File: config.mk
export PLATFORM = sky130hd
export DESIGN_NAME = instr_loader
export DESIGN_NICKNAME = d
export VERILOG_FILES = /design/src/rtl/instr_loader.sv
export SDC_FILE = /design/constraint.sdc
export NUM_CORES = 1
export LEC_CHECK = 0
export CAP_MARGIN = 30
export CORE_MARGIN = 2
export CORE_UTILIZATION = 35
export CTS_BUF_LIST = sky130_fd_sc_hd__clkbuf_16
export DETAILED_ROUTE_END_ITERATION = 10
export PLACE_DENSITY_LB_ADDON = 0.05
export SLEW_MARGIN = 20
export SYNTH_ARGS = -nofsm -noshare
export SYNTH_HDL_FRONTEND = slang
export SYNTH_SLANG_ARGS = --single-unit
File: constraint.sdc
create_clock -name clk -period 6.25 [get_ports clk]
set_input_delay 1.875 -clock clk [delete_from_list [all_inputs] [get_ports clk]]
set_output_delay 1.875 -clock clk [all_outputs]
set_load 0.02 [all_outputs]
File: src/rtl/instr_loader.sv
// Instruction-memory program writer.
// Serialises host instruction words into little-endian DRAM byte writes.
module instr_loader #(
  parameter int unsigned ADDR_WIDTH   = 24,
  parameter int unsigned DATA_WIDTH   = 8,
  parameter int unsigned INSTR_WIDTH  = 64,
  parameter int unsigned BASE_ADDR    = 0,
  parameter int unsigned REGION_BYTES = 4096
) (
  input  logic                   clk,
  input  logic                   rst_n,
  input  logic                   load_start,
  input  logic                   in_valid,
  output logic                   in_ready,
  input  logic [INSTR_WIDTH-1:0] in_instr,
  input  logic                   in_last,
  output logic                   mem_we,
  output logic [ADDR_WIDTH-1:0]  mem_addr,
  output logic [DATA_WIDTH-1:0]  mem_wdata,
  input  logic                   mem_ready,
  output logic                   busy,
  output logic                   done,
  output logic                   error,
  output logic [15:0]            instr_count
);

  localparam int unsigned BPW = INSTR_WIDTH / DATA_WIDTH;
  localparam int unsigned CW  = (BPW > 1) ? $clog2(BPW) : 1;
  localparam logic [ADDR_WIDTH-1:0] BASE =
    ADDR_WIDTH'(BASE_ADDR);
  localparam logic [ADDR_WIDTH:0] LIMIT =
    (ADDR_WIDTH+1)'(BASE_ADDR + REGION_BYTES);
  localparam logic [ADDR_WIDTH:0] STEP =
    (ADDR_WIDTH+1)'(BPW);

  typedef enum logic [1:0] {
    L_IDLE,
    L_ACCEPT,
    L_WRITE,
    L_DONE
  } state_t;

  state_t                   state;
  state_t                   state_nx;
  logic [ADDR_WIDTH-1:0]    ptr;
  logic [INSTR_WIDTH-1:0]   shift;
  logic [CW-1:0]            byte_cnt;
  logic                     last_q;
  logic                     fire;
  logic                     ovf;
  logic                     byte_ok;
  logic                     final_byte;

  assign fire       = (state == L_ACCEPT) && in_valid;
  // one bit wider so a word ending past the region top cannot wrap
  assign ovf        = ({1'b0, ptr} + STEP) > LIMIT;
  assign byte_ok    = (state == L_WRITE) && mem_ready;
  assign final_byte = byte_ok && (byte_cnt == CW'(BPW - 1));

  always_comb begin
    state_nx  = state;
    in_ready  = 1'b0;
    busy      = 1'b0;
    mem_we    = 1'b0;
    done      = 1'b0;
    mem_addr  = '0;
    mem_wdata = '0;
    unique case (state)
      L_IDLE: begin
        if (load_start) state_nx = L_ACCEPT;
      end
      L_ACCEPT: begin
        in_ready = 1'b1;
        busy     = 1'b1;
        if (in_valid) state_nx = ovf ? L_DONE : L_WRITE;
      end
      L_WRITE: begin
        busy      = 1'b1;
        mem_we    = 1'b1;
        mem_addr  = ptr;
        mem_wdata = shift[DATA_WIDTH-1:0];
        if (final_byte) state_nx = last_q ? L_DONE : L_ACCEPT;
      end
      L_DONE: begin
        busy     = 1'b1;
        done     = 1'b1;
        state_nx = L_IDLE;
      end
    endcase
  end

  always_ff @(posedge clk or negedge rst_n) begin
    if (!rst_n) begin
      state       <= L_IDLE;
      ptr         <= '0;
      shift       <= '0;
      byte_cnt    <= '0;
      last_q      <= 1'b0;
      error       <= 1'b0;
      instr_count <= '0;
    end else begin
      state <= state_nx;
      if ((state == L_IDLE) && load_start) begin
        ptr         <= BASE;
        instr_count <= '0;
        error       <= 1'b0;
      end
      if (fire) begin
        shift    <= in_instr;
        last_q   <= in_last;
        byte_cnt <= '0;
        if (ovf) error <= 1'b1;
      end
      if (byte_ok) begin
        ptr      <= ptr + ADDR_WIDTH'(1);
        shift    <= shift >> DATA_WIDTH;
        byte_cnt <= byte_cnt + CW'(1);
        if (final_byte) instr_count <= instr_count + 16'd1;
      end
    end
  end

endmodule

==> run summary <==
status - completed
Finished Cell Area - 0.00726 mm2
first-pass GRT wire length - 23,800 um
final hold vios - 0
router iterations before antenna repair - 6
Worst Max-Slew Pin Slew - 0.744 ns
initial core utilization - 36.2%
total negative setup slack - 0 ns
Post-CTS Resized - 0
Syn Nets - 670
top-count cell post-synth - nand2_1
Die Footprint - 0.0168 mm2
Final nets - 767
n_diodes - 0
postcts setup bufs - 0
post-synthesis cell area - 0.00554 mm2
Synth Area in Adders - 1.36%
antenna violations before repair - 0
logic gate share of total power - 29.3%
part of the power in registers - 45.9%
post-DR vias/cell - 5.28
largest family of logic cells by synthesized area - simple AND/OR/NAND/NOR gates
Internal Pwr Total - 1.51 mW
Synth Warn # - 0
htree depth - 3
Placed Area - 0.00695 mm2
CTS Sinks - 111
Slowest Stage Delay on Critical Path - 0.61 ns
Top Ports - 123
Synth area leaders - dfrtp_1 (50%), nand2_1 (10%), a22oi_1 (7.7%)
Hold WS - 0.467 ns
die width - 130 um
CP Class - reg2out
clock slew at the register clock pins of the worst setup and hold paths - 0.07 ns
RSZ-0062 raised after global routing - no
Max rail drop VDD - 0.152 mV
final WL - 14,600 um
dpl ws - 1.92 ns
Worst EP required - 4.38 ns
die height - 130 um
Clock Tree Root - clkbuf_16
vias in the first global route - 4,580
vias after detailed routing - 4,784
share of cells above drive strength 1 - 5.04%
net switching power figure - 782 uW
GPL Wtd Cong - 0.893
Synth Register Bits - 111
FFs w/ async S/R, synth - 100%
Iter 0 DRT Violations - 441
Post-synth EDFFs - 0
fillcell total - 1,482
Post-route DRC - 0
MaxCap Viol Count - 0
post-synth top area share - 50.2%
worst hold path depth - 2
GRT Util Overall - 17.8%
cts bufs inserted - 9
Lkg Pwr - 3.23 nW
critical-path cell list - nor2b_2 -> buf_8 -> and2_1 -> clkdlybuf4s50_1
sequential share of the synthesized area - 50.2%
Slew Limit Headroom - 50.4%
ys flop type - dfrtp_1
CP endpoint kind - output pin
# rows - 45
Pwr Density - 316 mW/mm2
CTS tree - built
Final Cycle Share - 68.7%
Routed Antenna Nets - 0
crit path DAT - 2.42 ns
Core ar. - 0.0153 mm2
Final setup viols - 0
top post-synthesis cells by count - nand2_1 (154), dfrtp_1 (111), a22oi_1 (57)
Synth Area in Compound Gates - 16.3%
clock latency on the worst-skew pair - 0.35 ns
fin. max-slew vios - 0
CP Launch Type - flip-flop
fraction of the mapped netlist area in simple logic gates - 24.0%
Post-Syn Instances - 594
hold_buf cts - 0
Switching Share - 34.1%
r2r worst-path depth - 7
largest area contributor in the netlist - dfrtp_1
minimum clock period - 4.30 ns
f_max - 0.233 GHz
PortBufs - 122
skew final - 0.0122 ns
Hold/Removal Path Class - reg2reg
DPL Wire Length - 10,000 um
CP max-delay cell - nor2b_2
XOR/XNOR share of the synthesized area - 0.791%
CTS max path bufs - 2
post-synthesis mux area share - 3.93%
Avg Cell Area, Syn - 9.32 um2
total gr overflow - 0
Clk pwr share - 24.8%
Synth cell types - 49
Worst Path Max Fanout - 19
Setup WS post-layout - 1.95 ns
wire per inst - 16.1 um
largest net degree at the start of global routing - 68
P&R area growth vs syn - 31.1%
cell families (layout without fill, tap and decap cells):
family          Yosys count  in the layout
fa+ha+maj                 6              6
compound gates          123            123
mux                      21             21
buf+inv                  50            151
xor+xnor                  5              5
flops                   111            111
simple gates            278            278
path summary, 6_finish.rpt:
check | start | slack (ns) | end
min in group asynchronous | rst_n | 1.36 | instr_count[8]
hold / removal | shift[1] | 0.47 | shift[1]
setup reg to reg | ptr[3] | 3.52 | state[0]
max in group asynchronous | rst_n | 3.71 | shift[62]
hold reg to reg | shift[1] | 0.47 | shift[1]
setup / recovery | state[1] | 1.95 | mem_addr[17]
routing by layer:
metal / vias to the layer above / track usage (%) / routed length (um)
met2: 114 / 28.7 / 6990
li1: 2305 / - / -
met5: - / 0 / 0
met3: 19 / 3.90 / 746
met1: 2346 / 23.8 / 6580
met4: 0 / 5.95 / 253
cells in the final DEF, fill, tap and decap left out, drive strengths merged, types with 12 or more instances in the layout:
cell	n
a22o	12
a22oi	57
and2	35
clkdlybuf4s50	121
dfrtp	111
mux2i	18
nand2	154
nand3	23
nand4	14
nor2	18
o21ai	24
worst max-delay path, delay by kind of cell, from the launching register on:
kind          cells  cell delay, ns
buf+inv           2            0.83
flops             1            0.51
simple gates      2            0.74
cell type report:
type / instances / area (um2) / area share, %
flip-flops and latches: 111 / 2780 / 38.3
inverters: 7 / 26.3 / 0.362
well taps: 211 / 264 / 3.64
clock inverters: 6 / 61.3 / 0.845
clock buffers: 9 / 225 / 3.10
repair buffers: 129 / 1320 / 18.2
multi-input cells: 433 / 2590 / 35.6
power groups by stage:
stage | combinational, mW | clock [mW] | sequential (mW)
after global placement | 0.646 | 0 | 1.06
after global routing | 0.766 | 0.620 | 1.08
after CTS | 0.686 | 0.586 | 1.05
after floorplan | 0.447 | 0 | 1.02
final | 0.673 | 0.569 | 1.05
after detailed placement | 0.685 | 0 | 1.06
sequential cells by signal, summed over array words and instances (netlist names):
signal,count
state,2
last_q,1
error,1
shift,64
instr_count,16
ptr,24
byte_cnt,3
per-stage QoR:
stage | cells | power [mW] | utilization (%)
5_1_grt | 906 | 2.47 | 47.4
2_1_floorplan | 594 | 1.47 | -
4_1_cts | 905 | 2.33 | 47.2
3_5_place_dp | 890 | 1.75 | 45.4
3_3_place_gp | 888 | 1.71 | 45.1
6_report | 906 | 2.30 | 47.4
Note: power is estimated with default switching activity, not from simulation.
